## config.mk

```make
export PLATFORM = sky130hd
export DESIGN_NAME = lookup_port_arbiter
export DESIGN_NICKNAME = d
export VERILOG_FILES = /design/src/rtl/lookup_pkg.sv /design/src/rtl/rr_multi_grant.sv /design/src/rtl/lookup_port_arbiter.sv
export SDC_FILE = /design/constraint.sdc
export NUM_CORES = 1
export LEC_CHECK = 0
export BUFFER_PORTS_ARGS = -buffer_cell sky130_fd_sc_hd__buf_2
export CORE_MARGIN = 4
export CORE_UTILIZATION = 40
export DETAILED_ROUTE_END_ITERATION = 8
export PLACE_DENSITY_LB_ADDON = 0.05
export SYNTH_ARGS = -nofsm -noshare
export SYNTH_HDL_FRONTEND = slang
export SYNTH_SLANG_ARGS = --single-unit
```

## constraint.sdc

```tcl
create_clock -name clk -period 12.1 [get_ports clk]
set_input_delay 1.815 -clock clk [delete_from_list [all_inputs] [get_ports clk]]
set_output_delay 1.815 -clock clk [all_outputs]
set_load 0.05 [all_outputs]
```

## src/rtl/lookup_pkg.sv

```systemverilog
// Shared sizing for the lookup-array front end: requester/port counts, bus widths and index types.
package lookup_pkg;

    localparam int unsigned NUM_REQ   = 8;
    localparam int unsigned NUM_PORTS = 4;
    localparam int unsigned ADDR_W    = 8;
    localparam int unsigned DATA_W    = 8;

    localparam int unsigned REQ_IDX_W  = (NUM_REQ > 1) ? $clog2(NUM_REQ) : 1;
    localparam int unsigned PORT_IDX_W = $clog2(NUM_PORTS);

    typedef logic [REQ_IDX_W-1:0]  req_idx_t;
    typedef logic [PORT_IDX_W-1:0] port_idx_t;

endpackage

```

## src/rtl/rr_multi_grant.sv

```systemverilog
// Combinational round-robin picker: grants up to NUM_PORTS valid requesters starting at rr_i,
// assigning them to ports in scan order, and reports where the next scan should begin.
module rr_multi_grant
    import lookup_pkg::*;
(
    input  logic [NUM_REQ-1:0]   req_valid_i,
    input  req_idx_t             rr_i,
    output logic [NUM_PORTS-1:0] grant_valid_o,
    output req_idx_t             grant_owner_o [NUM_PORTS],
    output req_idx_t             rr_next_o
);

    logic [PORT_IDX_W:0] cnt;
    port_idx_t           slot;
    req_idx_t            idx;

    always_comb begin
        grant_valid_o = '0;
        for (int unsigned k = 0; k < NUM_PORTS; k++) begin
            grant_owner_o[k] = '0;
        end
        rr_next_o = rr_i;
        cnt       = '0;
        slot      = '0;
        idx       = '0;
        for (int unsigned j = 0; j < NUM_REQ; j++) begin
            idx = req_idx_t'((32'(rr_i) + j) % NUM_REQ);
            if (req_valid_i[idx] && (32'(cnt) < NUM_PORTS)) begin
                slot                = port_idx_t'(cnt);
                grant_valid_o[slot] = 1'b1;
                grant_owner_o[slot] = idx;
                cnt                 = cnt + 1'b1;
                // Next scan starts just past the last requester granted this cycle.
                rr_next_o = (32'(idx) == NUM_REQ - 1) ? '0 : idx + 1'b1;
            end
        end
    end

endmodule

```

## src/rtl/lookup_port_arbiter.sv

```systemverilog
// Shares the four array read ports among NUM_REQ requesters: round-robin grant, registered
// array addresses, and per-requester responses two cycles after acceptance.
module lookup_port_arbiter
    import lookup_pkg::*;
(
    input  logic                       clk,
    input  logic                       reset,
    input  logic [NUM_REQ-1:0]         ReqValid,
    input  logic [NUM_REQ*ADDR_W-1:0]  ReqAddr,
    output logic [NUM_REQ-1:0]         ReqReady,
    output logic [NUM_REQ-1:0]         RspValid,
    output logic [NUM_REQ*DATA_W-1:0]  RspData,
    output logic [ADDR_W-1:0]          ArrAddr0,
    output logic [ADDR_W-1:0]          ArrAddr1,
    output logic [ADDR_W-1:0]          ArrAddr2,
    output logic [ADDR_W-1:0]          ArrAddr3,
    input  logic [DATA_W-1:0]          ArrData0,
    input  logic [DATA_W-1:0]          ArrData1,
    input  logic [DATA_W-1:0]          ArrData2,
    input  logic [DATA_W-1:0]          ArrData3
);

    logic [NUM_PORTS-1:0]      grant_valid;
    req_idx_t                  grant_owner [NUM_PORTS];
    req_idx_t                  rr_next;
    logic [DATA_W-1:0]         arr_data [NUM_PORTS];

    req_idx_t                  rr_q, rr_d;
    logic [NUM_PORTS-1:0]      s1_valid_q, s1_valid_d;
    req_idx_t                  s1_owner_q [NUM_PORTS];
    req_idx_t                  s1_owner_d [NUM_PORTS];
    logic [ADDR_W-1:0]         arr_addr_q [NUM_PORTS];
    logic [ADDR_W-1:0]         arr_addr_d [NUM_PORTS];
    logic [NUM_REQ-1:0]        rsp_valid_q, rsp_valid_d;
    logic [NUM_REQ*DATA_W-1:0] rsp_data_q, rsp_data_d;

    rr_multi_grant u_rr_multi_grant (
        .req_valid_i   (ReqValid),
        .rr_i          (rr_q),
        .grant_valid_o (grant_valid),
        .grant_owner_o (grant_owner),
        .rr_next_o     (rr_next)
    );

    assign arr_data[0] = ArrData0;
    assign arr_data[1] = ArrData1;
    assign arr_data[2] = ArrData2;
    assign arr_data[3] = ArrData3;

    // Grants are issued only to valid requesters, so ReqReady alone marks acceptance.
    always_comb begin
        ReqReady = '0;
        if (!reset) begin
            for (int unsigned k = 0; k < NUM_PORTS; k++) begin
                if (grant_valid[k]) ReqReady[grant_owner[k]] = 1'b1;
            end
        end
    end

    always_comb begin
        rr_d        = rr_next;
        arr_addr_d  = arr_addr_q;
        s1_valid_d  = grant_valid;
        s1_owner_d  = grant_owner;
        rsp_valid_d = '0;
        rsp_data_d  = rsp_data_q;
        for (int unsigned k = 0; k < NUM_PORTS; k++) begin
            if (grant_valid[k]) begin
                arr_addr_d[k] = ReqAddr[32'(grant_owner[k]) * ADDR_W +: ADDR_W];
            end
            if (s1_valid_q[k]) begin
                rsp_valid_d[s1_owner_q[k]]                         = 1'b1;
                rsp_data_d[32'(s1_owner_q[k]) * DATA_W +: DATA_W] = arr_data[k];
            end
        end
    end

    always_ff @(posedge clk) begin
        if (reset) begin
            rr_q        <= '0;
            s1_valid_q  <= '0;
            rsp_valid_q <= '0;
            rsp_data_q  <= '0;
            for (int unsigned k = 0; k < NUM_PORTS; k++) begin
                s1_owner_q[k] <= '0;
                arr_addr_q[k] <= '0;
            end
        end else begin
            rr_q        <= rr_d;
            s1_valid_q  <= s1_valid_d;
            rsp_valid_q <= rsp_valid_d;
            rsp_data_q  <= rsp_data_d;
            for (int unsigned k = 0; k < NUM_PORTS; k++) begin
                s1_owner_q[k] <= s1_owner_d[k];
                arr_addr_q[k] <= arr_addr_d[k];
            end
        end
    end

    assign RspValid = rsp_valid_q;
    assign RspData  = rsp_data_q;
    assign ArrAddr0 = arr_addr_q[0];
    assign ArrAddr1 = arr_addr_q[1];
    assign ArrAddr2 = arr_addr_q[2];
    assign ArrAddr3 = arr_addr_q[3];

endmodule

```

Word level (Yosys, flattened, before mapping)
Memories as Yosys holds them, arrays and structs flattened.
Index checks and enable logic that the tools add are counted.

operators by class
  $add $sub $neg = 25
  eq/ne operators = 8
  shift operators = 12
  mux-type cells = 133
  $lt $le $gt $ge = 59
  reduce and logical (&&, ||, !) cells = 30
  bitwise logic cells = 24

operators by type and width
  kind                       count
  $bwmux W64                 4
  $mux W64                   4
  $shift A8 B34 Y64 const A  4
  $shiftx A64 B7 Y8          4
  $shiftx A8 B34 Y64         4
  $neg A6 Y34                4
  $mux W3                    34
  $mux W8                    12
  $bwmux W12                 7
  $mux W12                   7
  $lt A3 B4 Y1 const B       16
  $or A8 B8 Y8               6
  $add A3 B1 Y3 const B      14
  $demux W3 S2               7
  $logic_and A1 B1 Y1        29
  $mux W1                    28
  $mux W4                    7
  $bmux W1 S3                8
  $demux W1 S3               8
  $eq A3 B3 Y1 const B       8
  $ge A3 B1 Y1 const B       8
  $or A4 B4 Y4               6
  $ge A3 B3 Y1 const B       7
  $lt A3 B1 Y1 const B       7
  14 further kinds           48

storage, ports and cells
  register bits = 111
  output and inout port bits = 112
  RAM bits = 12
  word-level logic and storage cells = 300
  memories kept = 1
  input port bits = 106

memory list
  memory      words  bits a word  read ports  clocked after memory_dff  write ports  line                       text
  s1_owner_q  4      3            4           0                         4            lookup_port_arbiter.sv:30  req_idx_t s1_owner_q [NUM_PORTS];

Depth between registers and ports, before layout
  word-level depth = 43
  gate-level depth with buffers = 36
  gate-level depth less buffers = 29

By module
Synthesis repeated with hierarchy kept, for this count alone.

unflattened totals
  cell total of the unflattened synthesis = 1,442
  area, all modules = 12,438.2 um^2

modules (own cells, without submodules)
  module               times used  cells an instance  area each (um^2)  sequential area each (um^2)
  lookup_port_arbiter  1           1,082              9,749.4           2,462.4
  rr_multi_grant       1           360                2,688.8           0.0

Worst setup path after synthesis
Ideal clock, no wire load.

  path type = in2out
  start = in ReqValid[3]
  end = out ReqReady[1]
  setup slack = 2.415 ns
  stages on the path = 23
  data arrival time = 7.870 ns
  buffers on the path = 2
  required time = 10.285 ns
  cells stage by stage = mux4_2 -> mux2i_1 -> inv_1 -> fa_1 -> ha_1 -> nand2b_1 -> a221o_2 -> ha_1 -> nand4_1 -> o21ai_0 -> ha_1 -> nor2_1 -> nor2_1 -> ha_1 -> or2_2 -> nor3_2 -> o211a_1 -> buf_2 -> buf_4 -> mux2_2 -> nor2_1 -> a22oi_1 -> a21oi_1

between the ends
  cells in the longest elaborated chain, start to end = 43
  elaborated cells between the ends (all ways) = 181
  classes of those cells = add/sub: 6; order compare: 43; mux: 90; bitwise: 17; reduce/logical: 25

RTL lines
  item                           line                                        text
  from (decl)                    lookup_port_arbiter.sv:8                    input logic [NUM_REQ-1:0] ReqValid,
  $bmux W1 S3                    rr_multi_grant.sv:28                        if (req_valid_i[idx] && (32'(cnt) < NUM_PORTS)) begin
  $mux W1 (implied by the code)  rr_multi_grant.sv:28
  $mux W1                        rr_multi_grant.sv:28
  $lt A1 B3 Y1                   rr_multi_grant.sv:28, rr_multi_grant.sv:30
  $logic_and A1 B1 Y1            rr_multi_grant.sv:28
  $mux W3                        rr_multi_grant.sv:28
  $lt A3 B3 Y1                   rr_multi_grant.sv:28
  $logic_and A1 B1 Y1            rr_multi_grant.sv:28
  (+27 left out)                 n/a
  $mux W8                        lookup_port_arbiter.sv:55                   if (grant_valid[k]) ReqReady[grant_owner[k]] = 1'b1;
  $mux W8                        lookup_port_arbiter.sv:53                   if (!reset) begin
  $or A8 B8 Y8 (no line)         n/a
  $mux W8                        lookup_port_arbiter.sv:55
  $mux W8                        lookup_port_arbiter.sv:53
  $or A8 B8 Y8 (no line)         n/a
  $mux W8 *                      lookup_port_arbiter.sv:55
  $mux W8 *                      lookup_port_arbiter.sv:53
  to (decl)                      lookup_port_arbiter.sv:10                   output logic [NUM_REQ-1:0] ReqReady,

Every way passes the cells marked *; elsewhere a longest branch is shown, timed or not. The select of a mux whose other input is x is not followed.

Final worst setup path
  start = in ReqValid[7]
  end = out ReqReady[4]

Same word-level chain as after synthesis.

==> run_results.csv <==
group,metric,value,unit
detailed_routing,wl_met3,5240,µm
timing,hold_violations,0,
global_routing,grt_pass1_wl,92300,µm
worst_setup_path,reg2regPathDepth,24,
cts,clock_sinks,123,
worst_setup_path,r2r-end,"ArrAddr0[1]",
cts,clk_latency,450,ps
final_layout,finish.instance_area,15600,µm²
yosys,synth_cells,1844,
detailed_routing,wl_met2,27200,µm
floorplanning,start_util,0.408,
detailed_routing,drc,0,
detailed_routing,top_layer_used,"met4",
floorplanning,die-width,193,µm
worst_setup_path,path_depth,23,
global_routing,grt_pass1_vias,14800,
yosys,synth_largest_area_cell,"dfxtp_1",
detailed_routing,drtIter0Drc,1527,
timing,totalNegativeSetupSlack,0,ps
timing,min_period,11310,ps
place,dpl.cell_count,2396,
final_layout,fillers,3487,
worst_setup_path,r2r_start,"rr_q[0]",
worst_setup_path,crit_path_end_kind,"output pin",
worst_setup_path,cp.required,10280,ps
yosys,syn_nets,1998,
yosys,synth.distinct_cells,90,
worst_setup_path,crit_path_start_kind,"input port",
floorplanning,die_area,37400,µm²
place,dp_slack,944,ps
cts,cts_max_path_buffers,2,
floorplanning,die_height,193,µm
floorplanning,io_pins,218,
yosys,yosys-top-cells-count,"nor2_1, nand2_1, mux2i_1, dfxtp_1",
timing,slew_headroom,0.219,
yosys,synthArstFlopShare,0,
worst_setup_path,critical-path-top-delay-family,"simple AND/OR/NAND/NOR gates",
cts,h-tree-depth,4,
timing,tightestPinTransition,1170,ps
yosys,ys_seq_area_frac,0.179,
worst_setup_path,reg2reg_slack,3060,ps
timing,max_freq,88.4,MHz
global_routing,grt_max_degree,91,
global_routing,grt_usage,0.310,
cts,numCtsBuffers,17,
cts,cts_tree,"done",
yosys,synth_top_area_frac,0.179,
cts,cts-root-buf,"clkbuf_16",
yosys,avgSynthCellArea,7.46,µm²
timing,slew_violations,0,
hold_path,holdPathStages,2,
detailed_routing,vias,15900,
worst_setup_path,crit_top_cell,"ha_1",
worst_setup_path,cp_slowest_stage_delay,1000,ps
worst_setup_path,path_cells,"buf_2 > mux4_2 > mux2i_1 > ha_1 > nand2_1 > nor3_4 > inv_2 > ha_1 > inv_1 > nor2_1 > nor3_1 > o21ai_0 > ha_1 > nand3_1 > nor4b_2 > nand2_1 > o21a_4 > o211a_2 > o21ai_2 > and2_1 > a22oi_1 > a21oi_1 > buf_2",
timing,fin_ws,789,ps
floorplanning,core,33700,µm²
cts,post-cts-setup-buffer-count,0,
cts,cts_resized,0,
worst_setup_path,crit_fanout,33,
worst_setup_path,critPathBufInv,4,
job,maxCapViolations,0,
run_status,status,"finished, final reports clean",
yosys,synth_warnings,0,
final_layout,multi_input_area,10400,µm²
place,placed_area,15000,µm²
cts,ctsHoldBuffers,0,
worst_setup_path,timing_worst_setup_path_type,"input port to output pin",
timing,setup_viol,0,
timing,fin_crit_sh,0.935,
detailed_routing,antenna_left,0,
global_routing,grt_overflow,0,
cts,cts.clk_slew.worst_paths,60,ps
worst_setup_path,crit_path_top_delay_cell,"o21ai_2",
worst_setup_path,setup.worst_path.start,"ReqValid[7]",
yosys,ys_ff_latch,123,
floorplanning,rows,67,
detailed_routing,vias_per_cell,6.56,
yosys,netlist_area,13800,µm²
detailed_routing,wl_per_cell,25.2,µm
yosys,synthTopCellsByArea,"dfxtp_1, mux2i_1, a211oi_1",
place,place_congestion,0.965,
worst_setup_path,endpoint,"ReqReady[4]",
yosys,synth-main-ff-cell,"dfxtp_1",
hold_path,worstHoldPathType,"flip-flop to flip-flop",
final_layout,final_cell_count_no_fill,2428,
yosys,synth-edff-count,0,
timing,worst_clock_skew,17.5,ps
final_layout,antenna_cells,0,
final_layout,fin_nets,2121,
global_routing,antenna_found_initial,0,
yosys,synth.most_common_cell,"nor2_1",
place,port_buffers,217,
timing,rsz0062_at_grt,"false",
detailed_routing,wl,61200,µm
final_layout,drive_gt1_frac,0.189,
final_layout,regArea,2470,µm²
place,place_hpwl,45700,µm
final_layout,syn_to_final_growth,13.4,%
worst_setup_path,arrival,9500,ps
detailed_routing,firstDrtPassIters,6,
detailed_routing,met1_length,26200,µm
==> placed cells by master (no fill, tap or decap), types with 6 or more instances in the layout <==
| cell | synthesis | final |
|---|---|---|
| buf_2 | 26 | 216 |
| nor2_1 | 189 | 189 |
| nand2_1 | 160 | 160 |
| mux2i_1 | 137 | 136 |
| dfxtp_1 | 123 | 122 |
| a21oi_1 | 114 | 113 |
| a211oi_1 | 114 | 112 |
| o21ai_0 | 94 | 94 |
| o211ai_1 | 74 | 74 |
| inv_1 | 69 | 69 |
| nand3_1 | 52 | 52 |
| ha_1 | 47 | 47 |
| nor3_1 | 46 | 46 |
| a22oi_1 | 34 | 34 |
| a31oi_1 | 33 | 33 |
| o31ai_1 | 33 | 33 |
| buf_4 | 6 | 30 |
| nand4_1 | 27 | 27 |
| and2_1 | 26 | 26 |
| mux2_2 | 25 | 25 |
| nor2b_1 | 23 | 23 |
| o21a_1 | 21 | 21 |
| a221oi_1 | 18 | 18 |
| and3_1 | 17 | 17 |
| clkbuf_16 | 0 | 17 |
| mux4_2 | 16 | 16 |
| a41oi_1 | 15 | 15 |
| nand2b_1 | 14 | 14 |
| o22ai_1 | 12 | 12 |
| o311ai_0 | 12 | 12 |
| o2111ai_1 | 10 | 10 |
| o221ai_1 | 9 | 9 |
| nand3b_1 | 9 | 9 |
| a32oi_1 | 8 | 8 |
| o311ai_1 | 8 | 8 |
| o211ai_2 | 7 | 7 |
| or3_1 | 6 | 6 |
| a211oi_2 | 4 | 6 |
| inv_6 | 0 | 6 |
==> stage by stage <==
stage | hold slack, ps | util
final | 496 | 0.463
after global routing | 524 | 0.463
after CTS | 498 | 0.463
after detailed placement | 476 | 0.446
after global placement | 483 | 0.446
after floorplan | 538 | -
==> layout make-up <==
| cell class | count | area share |
|---|---|---|
| Tap cell | 448 | 0.0359 |
| Inverter | 72 | 0.0173 |
| Clock inverter | 15 | 0.00986 |
| Sequential cell | 123 | 0.158 |
| Clock buffer | 17 | 0.0273 |
| Timing Repair Buffer | 246 | 0.0837 |
| Multi-Input combinational cell | 1507 | 0.668 |
==> flip-flops by register name (all words and copies together) (netlist names) <==
register    cells
ArrAddr1        8
ArrAddr3        8
rr_q            3
ArrAddr2        8
s1_valid_q      4
ArrAddr0        8
s1_owner_q     12
RspData        64
RspValid        8
==> per-layer routing <==
| metal | GRT usage | vias to the layer above |
|---|---|---|
| li1 | - | 7330 |
| met1 | 0.423 | 7570 |
| met2 | 0.489 | 890 |
| met3 | 0.0541 | 148 |
| met4 | 0.124 | 0 |
| met5 | 0 | - |
==> worst min-delay path, delay by kind of cell, from the launching register on <==
family          cells  cell delay [ps]
flops               1              310
compound gates      1               80
simple gates        1               50
==> cells by family (layout without fill, tap and decap cells) <==
| family | count (synthesis) | after routing | synth area share |
|---|---|---|---|
| compound gates | 677 | 677 | 0.348 |
| simple gates | 596 | 596 | 0.204 |
| buf+inv | 214 | 350 | 0.0673 |
| mux | 185 | 185 | 0.156 |
| flops | 123 | 123 | 0.179 |
| fa+ha+maj | 48 | 48 | 0.0442 |
| xor+xnor | 1 | 1 | 0.000637 |
==> worst min path at each step <==
stage          slack (ps)              from     endpoint
6_report              500       ArrAddr1[1]  ArrAddr1[1]
5_1_grt               520       ArrAddr1[1]  ArrAddr1[1]
4_1_cts               500       ArrAddr1[0]  ArrAddr1[0]
3_5_place_dp          480       ArrAddr1[0]  ArrAddr1[0]
3_3_place_gp          480       ArrAddr1[6]  ArrAddr1[6]
2_1_floorplan         540  s1_owner_q[1][2]  RspValid[4]
Power is not shown: default switching activity piles up to over one toggle a cycle in this logic, so the estimate is an artifact.
